## src/rtl/xnor_pop_sequencer_if.sv

```systemverilog
// Bus bundle between xnor_pop_sequencer (master) and its environment (slave):
// command inputs, chunk-buffer read port, result port and debug state.
interface xnor_pop_sequencer_if #(
   parameter int N   = 256,
   parameter int POP = 16,
   parameter int AW  = 3
);
   logic          start;
   logic [AW:0]   num_chunks;
   logic [POP-1:0] thresh;
   logic          busy;
   logic [1:0]    dbg_state;
   logic          mem_re;
   logic [AW-1:0] mem_addr;
   logic [N-1:0]  mem_xi;
   logic [N-1:0]  mem_wi;
   // Result handshake: res_valid stays high with res_sum/res_out stable until
   // a cycle with res_ready=1; the transfer completes on that rising edge.
   logic          res_valid;
   logic          res_ready;
   logic          res_out;
   logic [POP-1:0] res_sum;

   modport master (
      input  start, num_chunks, thresh, mem_xi, mem_wi, res_ready,
      output busy, dbg_state, mem_re, mem_addr, res_valid, res_out, res_sum
   );

   modport slave (
      output start, num_chunks, thresh, mem_xi, mem_wi, res_ready,
      input  busy, dbg_state, mem_re, mem_addr, res_valid, res_out, res_sum
   );
endinterface

```

## src/rtl/xnor_pop_sequencer.sv

```systemverilog
// Binary-neuron sequencer: reads K chunks, XNOR-popcounts and accumulates them,
// thresholds the total. Define XNOR_SEQ_PERF_EN to add the perf_cycles counter.
module xnor_pop_sequencer #(
   parameter int N      = 256,
   parameter int POP    = 16,
   parameter int AW     = 3,
   parameter int RD_LAT = 2
) (
   input  logic clk,
   input  logic rstn,
`ifdef XNOR_SEQ_PERF_EN
   output logic [15:0] perf_cycles,
`endif
   xnor_pop_sequencer_if.master io
);
   localparam int PW = $clog2(N) + 1;
   localparam logic [AW:0] K_MAX = {1'b1, {AW{1'b0}}};
   localparam logic [AW:0] ONE   = {{AW{1'b0}}, 1'b1};

   typedef enum logic [1:0] {IDLE = 2'd0, ISSUE = 2'd1, DRAIN = 2'd2, DONE = 2'd3} state_t;

   state_t         state_q, state_d;
   logic [AW:0]    k_q;
   logic [AW:0]    cnt_q;
   logic [POP-1:0] thr_q;
   logic [RD_LAT-1:0] tag_q;
   logic           s1_valid_q;
   logic [PW-1:0]  s1_pop_q;
   logic [POP-1:0] acc_q;
   logic [POP-1:0] sum_q;
   logic           out_q;

   logic [AW:0]    k_clamped;
   logic           last_issue;
   logic           drained;
   logic           accept;
   logic           finish;
   logic [N-1:0]   xnor_v;
   logic [PW-1:0]  pop_c;
   logic [POP:0]   acc_sum;
   logic [POP-1:0] acc_next;

   assign k_clamped  = (io.num_chunks > K_MAX) ? K_MAX : io.num_chunks;
   assign last_issue = (cnt_q == (k_q - ONE));
   assign drained    = ~(|tag_q) & ~s1_valid_q;

   // K=0 passes through DRAIN with nothing in flight, giving the one-cycle
   // result latency without a separate path.
   always_comb begin
      state_d = state_q;
      accept  = 1'b0;
      finish  = 1'b0;
      case (state_q)
         IDLE: begin
            if (io.start) begin
               accept  = 1'b1;
               state_d = (k_clamped == '0) ? DRAIN : ISSUE;
            end
         end
         ISSUE: if (last_issue) state_d = DRAIN;
         DRAIN: begin
            if (drained) begin
               finish  = 1'b1;
               state_d = DONE;
            end
         end
         DONE: if (io.res_ready) state_d = IDLE;
         default: state_d = IDLE;
      endcase
   end

   assign io.busy      = (state_q != IDLE);
   assign io.mem_re    = (state_q == ISSUE);
   assign io.mem_addr  = (state_q == ISSUE) ? cnt_q[AW-1:0] : '0;
   assign io.res_valid = (state_q == DONE);
   assign io.res_sum   = sum_q;
   assign io.res_out   = out_q;
   assign io.dbg_state = state_q;

   always_comb begin
      xnor_v = ~(io.mem_xi ^ io.mem_wi);
      pop_c  = '0;
      for (int i = 0; i < N; i++) pop_c = pop_c + PW'(xnor_v[i]);
   end

   assign acc_sum  = {1'b0, acc_q} + (POP+1)'(s1_pop_q);
   assign acc_next = acc_sum[POP] ? '1 : acc_sum[POP-1:0];

   always_ff @(posedge clk) begin
      if (rstn) begin
         state_q    <= IDLE;
         k_q        <= '0;
         cnt_q      <= '0;
         thr_q      <= '0;
         tag_q      <= '0;
         s1_valid_q <= 1'b0;
         s1_pop_q   <= '0;
         acc_q      <= '0;
         sum_q      <= '0;
         out_q      <= 1'b0;
      end else begin
         state_q <= state_d;
         // Each issue is tagged; the tag reaches the top exactly when its data is on the bus.
         tag_q[0] <= io.mem_re;
         for (int i = 1; i < RD_LAT; i++) tag_q[i] <= tag_q[i-1];
         s1_valid_q <= tag_q[RD_LAT-1];
         if (tag_q[RD_LAT-1]) s1_pop_q <= pop_c;
         if (accept) begin
            k_q   <= k_clamped;
            thr_q <= io.thresh;
            acc_q <= '0;
            cnt_q <= '0;
         end else begin
            if (s1_valid_q) acc_q <= acc_next;
            if (state_q == ISSUE) cnt_q <= cnt_q + ONE;
         end
         if (finish) begin
            sum_q <= acc_q;
            out_q <= (acc_q > thr_q);
         end
      end
   end

`ifdef XNOR_SEQ_PERF_EN
   always_ff @(posedge clk) begin
      if (rstn) begin
         perf_cycles <= '0;
      end else if (accept) begin
         perf_cycles <= '0;
      end else if (((state_q == ISSUE) || (state_q == DRAIN)) && (perf_cycles != 16'hFFFF)) begin
         perf_cycles <= perf_cycles + 16'd1;
      end
   end
`endif
endmodule

```

## src/flat_wrapper.sv

```systemverilog
// flat-port wrapper written by rule: the top's interface ports become plain ports
module xnor_pop_sequencer_flat 
#(
   parameter int N      = 256,
   parameter int POP    = 16,
   parameter int AW     = 3,
   parameter int RD_LAT = 2
)
  (clk, rstn, io_start, io_num_chunks, io_thresh, io_mem_xi, io_mem_wi, io_res_ready, io_busy, io_dbg_state, io_mem_re, io_mem_addr, io_res_valid, io_res_out, io_res_sum);
  xnor_pop_sequencer_if #(.N(N), .POP(POP), .AW(AW)) io_i ();
  input  logic clk;
  input  logic rstn;
  input wire logic [$bits(io_i.start)-1:0] io_start;
  input wire logic [$bits(io_i.num_chunks)-1:0] io_num_chunks;
  input wire logic [$bits(io_i.thresh)-1:0] io_thresh;
  input wire logic [$bits(io_i.mem_xi)-1:0] io_mem_xi;
  input wire logic [$bits(io_i.mem_wi)-1:0] io_mem_wi;
  input wire logic [$bits(io_i.res_ready)-1:0] io_res_ready;
  output wire logic [$bits(io_i.busy)-1:0] io_busy;
  output wire logic [$bits(io_i.dbg_state)-1:0] io_dbg_state;
  output wire logic [$bits(io_i.mem_re)-1:0] io_mem_re;
  output wire logic [$bits(io_i.mem_addr)-1:0] io_mem_addr;
  output wire logic [$bits(io_i.res_valid)-1:0] io_res_valid;
  output wire logic [$bits(io_i.res_out)-1:0] io_res_out;
  output wire logic [$bits(io_i.res_sum)-1:0] io_res_sum;
  assign io_i.start = io_start;
  assign io_i.num_chunks = io_num_chunks;
  assign io_i.thresh = io_thresh;
  assign io_i.mem_xi = io_mem_xi;
  assign io_i.mem_wi = io_mem_wi;
  assign io_i.res_ready = io_res_ready;
  assign io_busy = io_i.busy;
  assign io_dbg_state = io_i.dbg_state;
  assign io_mem_re = io_i.mem_re;
  assign io_mem_addr = io_i.mem_addr;
  assign io_res_valid = io_i.res_valid;
  assign io_res_out = io_i.res_out;
  assign io_res_sum = io_i.res_sum;
  xnor_pop_sequencer #(.N(N), .POP(POP), .AW(AW), .RD_LAT(RD_LAT)) u_core (.clk(clk), .rstn(rstn), .io(io_i));
endmodule
```

## config.mk

```make
export PLATFORM = sky130hd
export DESIGN_NAME = xnor_pop_sequencer_flat
export DESIGN_NICKNAME = d
export VERILOG_FILES = /design/src/rtl/xnor_pop_sequencer_if.sv /design/src/rtl/xnor_pop_sequencer.sv /design/src/flat_wrapper.sv
export SDC_FILE = /design/constraint.sdc
export NUM_CORES = 1
export LEC_CHECK = 0
export CAP_MARGIN = 30
export CORE_AREA = 3 3 217 219
export CTS_CLUSTER_DIAMETER = 30
export CTS_CLUSTER_SIZE = 28
export DETAILED_ROUTE_END_ITERATION = 10
export DIE_AREA = 0 0 220 222
export HOLD_SLACK_MARGIN = 0.06
export PLACE_DENSITY = 0.61
export SLEW_MARGIN = 20
export SYNTH_ARGS = -nofsm -noshare
export SYNTH_HDL_FRONTEND = slang
export SYNTH_SLANG_ARGS = --single-unit
```

## constraint.sdc

```tcl
create_clock -name clk -period 8.85 [get_ports clk]
set_input_delay 1.77 -clock clk [delete_from_list [all_inputs] [get_ports clk]]
set_output_delay 1.77 -clock clk [all_outputs]
set_load 0.05 [all_outputs]
```

# [Word-level counts from Yosys, hierarchy flattened]
# Cells that the tools add are included.
[classes] bitwise_logic=5 add_sub_neg=258 n_mux=13 reduce_logical=6 n_lt_le_gt_ge=2 n_eq_ne=8
[op_table] op="$add 9x1->9" count=254
[op_table] op="$not 256->256" count=1
[op_table] op="$xor 256x256->256" count=1
[op_table] op="$add 16x9->17" count=1
[op_table] op="$gt 16x16->1" count=1
[op_table] op="$mux 16" count=1
[op_table] op="$mux 2" count=5
[op_table] op="$pmux 2 s4" count=1
[op_table] op="$add 4x1->4 const B" count=1
[op_table] op="$eq 2x2->1 const B" count=2
[op_table] op="$eq 4x4->1" count=1
[op_table] op="$gt 4x4->1 const B" count=1
[op_table] op="$logic_not 4->1" count=1
[op_table] op="$mux 1" count=4
[op_table] op="$mux 4" count=1
[op_table] op="$ne 2x1->1 const B" count=2
[op_table] op="$ne 2x2->1 const B" count=2
[op_table] op="$reduce_and 4->1" count=1
[op_table] op="$reduce_or 2->1" count=2
[op_table] op="$sub 4x1->4 const B" count=1
[op_table] op="$mux 3" count=1
[op_table] op="$add 1x1->2" count=1
[op_table] op="$eq 2x1->1 const B" count=1
[op_table] op="$logic_not 2->1" count=1
[op_table] op="3 further kinds" count=4
[word_totals] reg_bits=71 out_inout_bits=25

# [Logic depth before layout (Yosys ltp)]
# Gate-level depths: netlist of run 1.
[depth] ltp_word=257 mapped_depth=28

# [Worst setup path before layout of run 1]
# No wires, ideal clock.
[synth_timing] path_kind="input -> register" from="input port io_mem_wi[214]" to="register u_core.s1_pop_q[5]" path_buffers=0 arrival_ns=9.300 slack_ns=-0.585 cell_stages=25 required_ns=8.716 cell_sequence="xor2_1 > fa_1 > inv_1 > fa_1 > inv_1 > fa_1 > inv_1 > fa_1 > inv_1 > fa_1 > inv_1 > fa_1 > inv_1 > fa_1 > fa_1 > inv_1 > fa_1 > fa_1 > fa_1 > fa_1 > a21o_1 > a21oi_2 > o21ai_0 > nor4bb_1 > or4_1"
[synth_between] elab_chain_len=44
[synth_rtl] element="start, declared" line_no="flat_wrapper.sv:17" rtl="input wire logic [$bits(io_i.mem_wi)-1:0] io_mem_wi;"
[synth_rtl] element="$xor 256x256->256" line_no="xnor_pop_sequencer.sv:81" rtl="xnor_v = ~(io.mem_xi ^ io.mem_wi);"
[synth_rtl] element="$not 256->256" line_no="xnor_pop_sequencer.sv:81"
[synth_rtl] element="$add 9x1->9 (42 in a row)" line_no="xnor_pop_sequencer.sv:83" rtl="for (int i = 0; i < N; i++) pop_c = pop_c + PW'(xnor_v[i]);"
[synth_rtl] element="end signal, assigned" line_no="xnor_pop_sequencer.sv:107" rtl="if (tag_q[RD_LAT-1]) s1_pop_q <= pop_c;"
[synth_rtl] element="end, declared" line_no="xnor_pop_sequencer.sv:28" rtl="logic [PW-1:0] s1_pop_q;"
# No other way between the ends.
# A chain may end at the register's enable or synchronous reset.

# [Final worst setup path of run 1]
[layout_timing] from="input port io_mem_xi[114]" to="register u_core.s1_pop_q[8]"
[layout_between] elab_chain_len=144
[layout_rtl] element="start, declared" line_no="flat_wrapper.sv:16" rtl="input wire logic [$bits(io_i.mem_xi)-1:0] io_mem_xi;"
[layout_rtl] element="$xor 256x256->256" line_no="xnor_pop_sequencer.sv:81"
[layout_rtl] element="$not 256->256" line_no="xnor_pop_sequencer.sv:81"
[layout_rtl] element="$add 9x1->9 (142 in a row)" line_no="xnor_pop_sequencer.sv:83"
# No other way between the ends.

==> results of run 1 <==
sequential cells by signal, summed over array words and instances, names as in the netlist, 2 cells and up:
name                 count
u_core.tag_q             2
u_core.s1_pop_q          9
u_core.io.res_sum       16
u_core.thr_q            16
u_core.k_q               4
u_core.cnt_q             4
u_core.io.dbg_state      2
u_core.acc_q            16
path summary, 6_finish.rpt:
| path | end | slack, ns | depth (start not counted) |
|---|---|---|---|
| worst max register to register | u_core.acc_q[8] | 6.41 | 8 |
| worst max-delay path | u_core.s1_pop_q[8] | -0.31 | 26 |
| worst min register to register | u_core.thr_q[10] | 0.45 | 2 |
| worst min-delay path | u_core.thr_q[10] | 0.45 | 2 |
cell type report:
cell class	instances	area, µm²	area share
antenna	1	2.50	0.000125
tap	600	751	0.0374
timing repair buffer	581	5970	0.297
clock inverter	7	103	0.00511
clock buffer	9	225	0.0112
sequential	71	1420	0.0708
inverter	261	980	0.0488
multi-input combinational	893	10600	0.529
kinds of logic (layout without fill, tap and decap cells):
family,count (synthesis),after routing
adders and majority gates,315,315
other,0,1
DFF,71,71
AOI/OAI and AO/OA,122,122
and+or+nand+nor,174,174
xor gates and xnor gates,274,274
buffers and inverters,282,858
muxes,8,8
cells in the mapped netlist, types with 3 or more instances:
| master | instances |
|---|---|
| sky130_fd_sc_hd__and2_1 | 8 |
| sky130_fd_sc_hd__xnor2_1 | 153 |
| sky130_fd_sc_hd__o21ai_0 | 17 |
| sky130_fd_sc_hd__and3_1 | 3 |
| sky130_fd_sc_hd__ha_1 | 72 |
| sky130_fd_sc_hd__inv_1 | 261 |
| sky130_fd_sc_hd__nand3b_1 | 5 |
| sky130_fd_sc_hd__a211oi_1 | 8 |
| sky130_fd_sc_hd__fa_1 | 243 |
| sky130_fd_sc_hd__nor3b_1 | 3 |
| sky130_fd_sc_hd__clkbuf_1 | 19 |
| sky130_fd_sc_hd__nor3_1 | 9 |
| sky130_fd_sc_hd__nand2b_1 | 5 |
| sky130_fd_sc_hd__mux2i_1 | 8 |
| sky130_fd_sc_hd__nor2b_1 | 5 |
| sky130_fd_sc_hd__a21o_1 | 5 |
| sky130_fd_sc_hd__nor2_1 | 23 |
| sky130_fd_sc_hd__xor2_1 | 121 |
| sky130_fd_sc_hd__a21oi_1 | 54 |
| sky130_fd_sc_hd__nand2_1 | 90 |
| sky130_fd_sc_hd__nor4bb_1 | 3 |
| sky130_fd_sc_hd__o211ai_1 | 4 |
| sky130_fd_sc_hd__nor4_1 | 4 |
| sky130_fd_sc_hd__a31oi_1 | 12 |
| sky130_fd_sc_hd__nand3_1 | 6 |
| sky130_fd_sc_hd__dfxtp_1 | 71 |
| sky130_fd_sc_hd__o21a_1 | 4 |
metrics by stage:
stage          instance area (µm²)   util  TNS [ns]
2_1_floorplan                12400      -    -0.559
3_3_place_gp                 18800  0.416     -7.46
5_1_grt                      20100  0.443     -3.53
4_1_cts                      19300  0.426     -2.95
3_5_place_dp                 18800  0.416     -7.79
6_report                     20100  0.444     -1.60
per-layer routing:
layer,vias up,part of all wire
met5,-,0.00095
met4,6,0.0043
met3,22,0.042
met2,262,0.57
met1,4927,0.38
li1,4891,-
worst reg2reg max path, cell delays in order (launching register included):
cell and delay (ns):
sky130_fd_sc_hd__dfxtp_1 0.38, sky130_fd_sc_hd__ha_1 0.22, sky130_fd_sc_hd__inv_1 0.07, sky130_fd_sc_hd__fa_1 0.39, sky130_fd_sc_hd__nand2b_1 0.20, sky130_fd_sc_hd__a21oi_2 0.25
sky130_fd_sc_hd__o21a_1 0.36, sky130_fd_sc_hd__nand3_2 0.26, sky130_fd_sc_hd__a41oi_1 0.24
what timing repair did:
action                                  4_1_cts  5_1_grt
setup buffers                                 2        0
hold buffers                                  0        0
pin swaps                                    60      129
resized for setup                           127      264
endpoints found under the setup margin        9        9
==> flow_summary.json, run 1 <==
{
  "layout-drive-gt1-share": 0.119,
  "layout.cells.most_common": "sky130_fd_sc_hd__clkdlybuf4s50_1",
  "initial_antenna_violation_count": 8,
  "synth_simple_gate_area_share": 0.0673,
  "synth_top_family_by_area": "adder cells",
  "post_layout_nonfiller_instances": 2423,
  "violated_checks": "negative setup slack",
  "fin_nets": 2668,
  "setup_viol_count_final": 7,
  "cp_data_required_time_ns": 9.04,
  "share_of_the_yosys_chip_area_belonging_to_registers": 0.115,
  "grt.met3_usage": 0.0254,
  "detailedPlacementHpwl_um": 39800,
  "result_of_the_run": "complete, but fails checks",
  "mappedNetlistNets": 2097,
  "synthToLayoutAreaGrowth_pct": 62.7,
  "synthDistinctLibCells": 51,
  "buffer_ports.inserted": 560,
  "cts.reportedPaths.clkPinSlew_ns": 0.06,
  "drt-wirelength-per-cell_um": 17.8,
  "synthesis.area_per_instance_um2": 9.91,
  "start_kind": "input pin",
  "cell_taking_the_most_area_after_synthesis": "sky130_fd_sc_hd__fa_1",
  "finalHoldWorstSlack_ns": 0.454,
  "clock_tree_from_tritoncts": "yes",
  "layout_worst_path_cycle_share": 1.04,
  "crit_buf_inv": 7,
  "fin_skew_ns": 0.00769,
  "start_util": 0.273,
  "maxClockFrequency_mhz": 109,
  "die_x_um": 220,
  "placement_rows": 78,
  "cp_top_family": "adder cells",
  "cts_root_buf": "sky130_fd_sc_hd__clkbuf_16",
  "cts_buffer_depth": 2,
  "timing.hold.worst.start": "u_core.thr_q[10]",
  "async_flop_share": 0,
  "synth.mux.area_fraction": 0.00649,
  "synth.yosys.warnings": 0,
  "grt_start_max_net_pins": 62,
  "placement.setup.worst_slack_ns": -1.06,
  "die_y_um": 222,
  "timing.final.ws_setup_ns": -0.315,
  "place.detailed.instances": 2405,
  "drv_cap": 0,
  "flip_flop_cell_with_the_highest_count_after_synthesis": "sky130_fd_sc_hd__dfxtp_1",
  "yosys.area_share.adder": 0.467,
  "numClockSinks": 71,
  "critical_path.reg2reg.startpoint": "u_core.acc_q[0]",
  "worst_pin_slew_ns": 0.779,
  "netlist.area_leader.share": 0.394,
  "synth_compound_area_frac": 0.0632,
  "grtUsageMet1": 0.203,
  "global_route_overflow": 0,
  "postSynthRegisterBits": 71,
  "clock_tree.htree_level_count": 3,
  "synth_top_cells_by_area": "sky130_fd_sc_hd__fa_1 39%, sky130_fd_sc_hd__dfxtp_1 12%, sky130_fd_sc_hd__xnor2_1 11%",
  "grt_pass1_vias": 11331,
  "hold_path_class": "register to register",
  "rsz0062_at_grt": "true",
  "startpoint": "io_mem_xi[114]",
  "worstPathMaxFanout": 3,
  "worst_ep_arrival_time_ns": 9.35,
  "core_area_um2": 45300,
  "nFillCells": 4372,
  "cts-buffers-inserted": 9,
  "final_hold_violations": 0,
  "post_synth_xor_area_fraction": 0.194,
  "critPathMostFrequentCell": "sky130_fd_sc_hd__fa_1",
  "floorplan.die_area_um2": 48800,
  "grt_first_pass_wirelength_um": 63700,
  "drt_iter0_markers": 252,
  "post_detailed_route_drc_marker_count": 0,
  "syn-cell-area_um2": 12300,
  "worst_skew_pair.late_latency_ns": 0.33,
  "vias": 10108,
  "globalRouteTotalUtil": 0.172,
  "synth_enable_flop_cells": 0,
  "drt_pre_antenna_iters": 4,
  "slew_viol_final": 0,
  "timing.setup.critical_path_class": "input pin to register",
  "most-common-layout-cells": "343 x sky130_fd_sc_hd__clkdlybuf4s50_1, 227 x sky130_fd_sc_hd__fa_1, 226 x sky130_fd_sc_hd__inv_1, 134 x sky130_fd_sc_hd__dlymetal6s2s_1, 94 x sky130_fd_sc_hd__xnor2_1",
  "top_level_ports": 561,
  "viasPerCell": 4.17,
  "grt_most_used_layer": "met2",
  "grt_use_met2": 0.340,
  "critical_path.max_stage_delay_ns": 0.56,
  "gp_routability_congestion": 0.860,
  "max_slew_margin": 0.479,
  "min_period_ns": 9.16,
  "netlist_instances": 1246,
  "cpMaxStageDelayCell": "sky130_fd_sc_hd__fa_2",
  "postRouteAntennaNets": 0,
  "critPathCaptureType": "register",
  "wl_um": 43000
}
Power of run 1 is not shown: default switching activity piles up to over one toggle a cycle in this logic, so the estimate is an artifact.
==> run 2: changes to the inputs <==
CORE_AREA = 3 3 216 218   (was 3 3 217 219)
DIE_AREA = 0 0 219 221   (was 0 0 220 222)
MAX_ROUTING_LAYER = met4   (was not set)
PLACE_DENSITY = 0.6   (was 0.61)
clock period = 11.4 ns   (was 8.85 ns; I/O delays follow)
==> run 2 against run 1 <==
The flow now finishes without violations. Utilization down 2.4 points. Critical path depth down 1. Via count down 1.9%. Largest cell class unchanged.
==> flow_summary.json, run 2 (synthesis gave the netlist of run 1 again) <==
{
  "post_cts.resized_instances": 0,
  "clock_tree.htree_level_count": 3,
  "crit_buf_inv": 7,
  "worst_pin_slew_ns": 0.803,
  "top_level_ports": 561,
  "wl_um": 42000,
  "cts.reportedPaths.clkPinSlew_ns": 0.06,
  "placement_rows": 78,
  "max_slew_margin": 0.464,
  "grt_first_pass_wirelength_um": 64500,
  "rsz0062_at_grt": "false",
  "nFillCells": 4483,
  "cts-buffers-inserted": 9,
  "postRouteAntennaNets": 0,
  "fin_nets": 2649,
  "cpMaxStageDelayCell": "sky130_fd_sc_hd__fa_1",
  "worst_ep_arrival_time_ns": 10.53,
  "detailedPlacementHpwl_um": 39700,
  "drt-wirelength-per-cell_um": 17.4,
  "hold_path_class": "register to register",
  "final_hold_violations": 0,
  "final_util": 0.420,
  "drv_cap": 0,
  "start_util": 0.274,
  "critical_path.max_stage_delay_ns": 0.57,
  "die_x_um": 219,
  "min_period_ns": 10.32,
  "r2r_setup_slack_ns": 8.93,
  "most-common-layout-cells": "559 x sky130_fd_sc_hd__clkdlybuf4s50_1, 261 x sky130_fd_sc_hd__inv_1, 243 x sky130_fd_sc_hd__fa_1, 153 x sky130_fd_sc_hd__xnor2_1, 121 x sky130_fd_sc_hd__xor2_1",
  "globalRouteTotalUtil": 0.180,
  "stdcell_area_um2": 18900,
  "timing.setup.critical_path_class": "input pin to register",
  "core_area_um2": 45100,
  "cts_root_buf": "sky130_fd_sc_hd__clkbuf_16",
  "grt_pass1_vias": 11465,
  "detailed_place.area_um2": 18600,
  "layout.cells.most_common": "sky130_fd_sc_hd__clkdlybuf4s50_1",
  "buffer_ports.inserted": 560,
  "start_kind": "input pin",
  "maxClockFrequency_mhz": 96.9,
  "post_detailed_route_drc_marker_count": 0,
  "post_cts_hold_buffer_count": 0,
  "gp_routability_congestion": 0.890,
  "worstPathMaxFanout": 3,
  "die_y_um": 221,
  "drt_pre_antenna_iters": 4,
  "result_of_the_run": "finished, final reports clean",
  "finalHoldWorstSlack_ns": 0.454,
  "initial_antenna_violation_count": 5,
  "setup_viol_count_final": 0,
  "critPathCaptureType": "register",
  "floorplan.die_area_um2": 48400,
  "post_cts_setup_inserts": 0,
  "vias": 9914,
  "synthToLayoutAreaGrowth_pct": 53.3,
  "layout_worst_path_cycle_share": 0.905,
  "setup-tns-final_ns": 0,
  "cp_data_required_time_ns": 11.62,
  "slew_viol_final": 0,
  "cts_buffer_depth": 2,
  "drt_iter0_markers": 275,
  "critPathMostFrequentCell": "sky130_fd_sc_hd__fa_1",
  "clock_tree_from_tritoncts": "yes",
  "global_route_overflow": 0,
  "viasPerCell": 4.12,
  "fin_skew_ns": 0.0102,
  "grt_start_max_net_pins": 62,
  "worst_skew_pair.late_latency_ns": 0.34,
  "layout-drive-gt1-share": 0.0155,
  "numClockSinks": 71,
  "cp_top_family": "adder cells"
}
[run 2: cell count changes in the layout (fill, tap and decap cells not counted), sizes merged, moves of 4 or more]
cell,previous run,this run
dlymetal6s2s,134,0
dlygate4sd2,59,0
clkdlybuf4s50,343,559
clkdlybuf4s15,5,0
buf,27,3
diode,1,5
clkbuf,22,9
[run 2: worst paths after layout]
| path | startpoint | to | cells after the start |
|---|---|---|---|
| setup reg to reg | u_core.acc_q[0] | u_core.acc_q[8] | 8 |
| hold / removal | u_core.io.res_sum[8] | u_core.io.res_sum[8] | 2 |
| hold reg to reg | u_core.io.res_sum[8] | u_core.io.res_sum[8] | 2 |
| setup / recovery | io_mem_xi[142] | u_core.s1_pop_q[5] | 25 |
[run 2: through the flow]
stage          setup WS [ns]  cells
3_5_place_dp           0.672   2387
3_3_place_gp           0.695   2387
2_1_floorplan           1.46   1246
5_1_grt                0.748   2408
6_report                1.08   2408
4_1_cts                 1.04   2403
[run 2: metal layers]
metal / share of wire / up-vias / global-route usage
li1: - / 4894 / -
met1: 0.39 / 4766 / 0.207
met2: 0.56 / 244 / 0.339
met3: 0.040 / 10 / 0.0229
met4: 0.0078 / 0 / 0.0266
met5: 0 / - / -
[run 2: layout make-up]
| cell class | count | area [µm²] | share of cell area |
|---|---|---|---|
| Clock buffer | 9 | 225 | 0.0119 |
| Inverter | 261 | 980 | 0.0518 |
| Tap cell | 600 | 751 | 0.0397 |
| Multi-Input combinational cell | 893 | 9860 | 0.521 |
| Timing Repair Buffer | 562 | 5620 | 0.297 |
| Sequential cell | 71 | 1420 | 0.0751 |
| Antenna cell | 5 | 12.5 | 0.000661 |
| Clock inverter | 7 | 61.3 | 0.00324 |
[run 2: worst register-to-register path, stage by stage, from the launching register on]
cell and delay, ns:
sky130_fd_sc_hd__dfxtp_1 0.38, sky130_fd_sc_hd__ha_1 0.21, sky130_fd_sc_hd__inv_1 0.06, sky130_fd_sc_hd__fa_1 0.40
sky130_fd_sc_hd__nand2b_1 0.19, sky130_fd_sc_hd__a21oi_2 0.26, sky130_fd_sc_hd__o21a_1 0.37, sky130_fd_sc_hd__nand3_2 0.26
sky130_fd_sc_hd__a41oi_1 0.25
Power of run 2 is left out for the same reason.
==> run 3: changes to the inputs <==
GPL_ROUTABILITY_DRIVEN = 0   (was not set)
RECOVER_POWER = 100   (was not set)
==> run 3 against run 2 <==
The run now ends with max-capacitance violations, max-slew violations left. Largest cell class unchanged. Fmax decreased by 2.4%. Global-route usage decreased by 0.71 points. Via count increased by 0.56%. First-iteration DRC count increased by 15%. Utilization about the same. Setup slack got worse by 0.26 ns. Cell count about the same. Sequential cell count unchanged. Worst hold slack got worse by 0.0020 ns.
==> flow_summary.json, run 3 (synthesis gave the netlist of run 1 again) <==
{
  "global_route_overflow": 0,
  "stdcell_area_um2": 18900,
  "cts_buffer_depth": 2,
  "regArea_um2": 1420,
  "placement.setup.worst_slack_ns": 0.640,
  "core_area_um2": 45100,
  "detailed_place.area_um2": 18600,
  "post_detailed_route_drc_marker_count": 0,
  "post_cts_hold_buffer_count": 0,
  "grt_first_pass_wirelength_um": 62700,
  "met2_length_um": 22600,
  "timing.setup.critical_path_class": "input pin to register",
  "min_period_ns": 10.57,
  "worst_skew_pair.late_latency_ns": 0.33,
  "most-common-layout-cells": "533 x sky130_fd_sc_hd__clkdlybuf4s50_1, 261 x sky130_fd_sc_hd__inv_1, 243 x sky130_fd_sc_hd__fa_1, 153 x sky130_fd_sc_hd__xnor2_1, 121 x sky130_fd_sc_hd__xor2_1",
  "nFillCells": 4430,
  "drt-wirelength-per-cell_um": 17.0,
  "wl_um": 40800,
  "dr.max_layer_used": "met4",
  "numClockSinks": 71,
  "timing.final.ws_setup_ns": 0.829,
  "start_kind": "input pin",
  "clock_tree.htree_level_count": 3,
  "routedLengthMet1_um": 16100,
  "grt_pass1_vias": 11395,
  "rsz0062_at_grt": "false",
  "initial_antenna_violation_count": 6,
  "grt_start_max_net_pins": 62,
  "worst_pin_slew_ns": 2.70,
  "routed-wl-met3_um": 1640,
  "fin_skew_ns": 0.0110,
  "postRouteAntennaNets": 0,
  "setup_viol_count_final": 0,
  "drv_cap": 1,
  "layout-drive-gt1-share": 0.0144,
  "floorplan.die_area_um2": 48400,
  "cts_root_buf": "sky130_fd_sc_hd__clkbuf_16",
  "cp_data_required_time_ns": 11.61,
  "post_cts.resized_instances": 0,
  "buffer_ports.inserted": 560,
  "drt_pre_antenna_iters": 5,
  "final_util": 0.420,
  "detailedPlacementHpwl_um": 38500,
  "synthToLayoutAreaGrowth_pct": 53.4,
  "die_x_um": 219,
  "violated_checks": "max-capacitance violations, max-slew violations",
  "multi_input_gate_area_in_the_final_layout_um2": 9850,
  "worst_ep_arrival_time_ns": 10.78,
  "start_util": 0.274,
  "max_slew_margin": -0.799,
  "slew_viol_final": 62,
  "maxClockFrequency_mhz": 94.6,
  "layout_worst_path_cycle_share": 0.927,
  "final_hold_violations": 0,
  "setup-tns-final_ns": 0,
  "globalRouteTotalUtil": 0.173,
  "post_cts_setup_inserts": 0,
  "cts.reportedPaths.clkPinSlew_ns": 0.06,
  "drt_iter0_markers": 316,
  "layout.cells.most_common": "sky130_fd_sc_hd__clkdlybuf4s50_1",
  "worstPathMaxFanout": 3,
  "clock_tree_from_tritoncts": "yes",
  "placement_rows": 78,
  "result_of_the_run": "complete, but fails checks",
  "vias": 9970,
  "viasPerCell": 4.14,
  "top_level_ports": 561,
  "die_y_um": 221,
  "fin_nets": 2649,
  "cts-buffers-inserted": 9,
  "hold_path_class": "register to register",
  "critPathCaptureType": "register"
}
==> run 3: cell types whose count changed in the layout (fill, tap and decap cells not counted), sizes merged, moves of 2 or more <==
cell and change:
clkdlybuf4s50 -26, dlygate4sd3 +26, inv -3, clkbuf +2
==> run 3: critical path, stage by stage <==
cell,delay (ns)
sky130_fd_sc_hd__dlygate4sd3_1,0.55
sky130_fd_sc_hd__xor2_1,0.19
sky130_fd_sc_hd__fa_1,0.56
sky130_fd_sc_hd__inv_1,0.06
sky130_fd_sc_hd__fa_1,0.50
sky130_fd_sc_hd__inv_1,0.05
sky130_fd_sc_hd__fa_1,0.52
sky130_fd_sc_hd__inv_1,0.06
sky130_fd_sc_hd__fa_1,0.47
sky130_fd_sc_hd__inv_1,0.05
sky130_fd_sc_hd__fa_1,0.53
sky130_fd_sc_hd__inv_1,0.05
sky130_fd_sc_hd__fa_1,0.47
sky130_fd_sc_hd__inv_1,0.05
sky130_fd_sc_hd__fa_1,0.50
sky130_fd_sc_hd__fa_1,0.51
sky130_fd_sc_hd__inv_1,0.05
sky130_fd_sc_hd__fa_1,0.56
sky130_fd_sc_hd__fa_1,0.44
sky130_fd_sc_hd__fa_1,0.51
sky130_fd_sc_hd__fa_1,0.47
sky130_fd_sc_hd__a21o_1,0.20
sky130_fd_sc_hd__a21oi_1,0.19
sky130_fd_sc_hd__o21ai_0,0.19
sky130_fd_sc_hd__nor4bb_1,0.18
sky130_fd_sc_hd__or4_1,0.57
==> run 3: final timing paths <==
kind / from / cells past startpoint / end / slack [ns]
min: u_core.io.res_sum[8] / 2 / u_core.io.res_sum[8] / 0.45
min reg2reg: u_core.io.res_sum[8] / 2 / u_core.io.res_sum[8] / 0.45
max reg2reg: u_core.acc_q[0] / 8 / u_core.acc_q[8] / 8.98
max: io_mem_wi[214] / 26 / u_core.s1_pop_q[5] / 0.83
==> run 3: metrics by stage <==
stage          hold WS, ns  instances
3_5_place_dp         0.448       2387
2_1_floorplan        0.436       1246
3_3_place_gp         0.445       2387
5_1_grt              0.475       2407
6_report             0.452       2407
4_1_cts              0.456       2403
==> run 3: area by class of cell <==
cell class              count  area share
multi-input cells         893       0.520
repair buffers            562       0.296
flip-flops and latches     71      0.0751
inverters                 261      0.0517
well taps                 600      0.0397
clock buffers              10      0.0126
clock inverters             6     0.00357
diodes                      4    0.000529
==> run 3: layer usage <==
metal / track usage / vias up
met1: 0.200 / 4785
met3: 0.0218 / 28
met4: 0.0226 / 0
met5: - / -
li1: - / 4889
met2: 0.326 / 268
Power of run 3 is left out for the same reason.
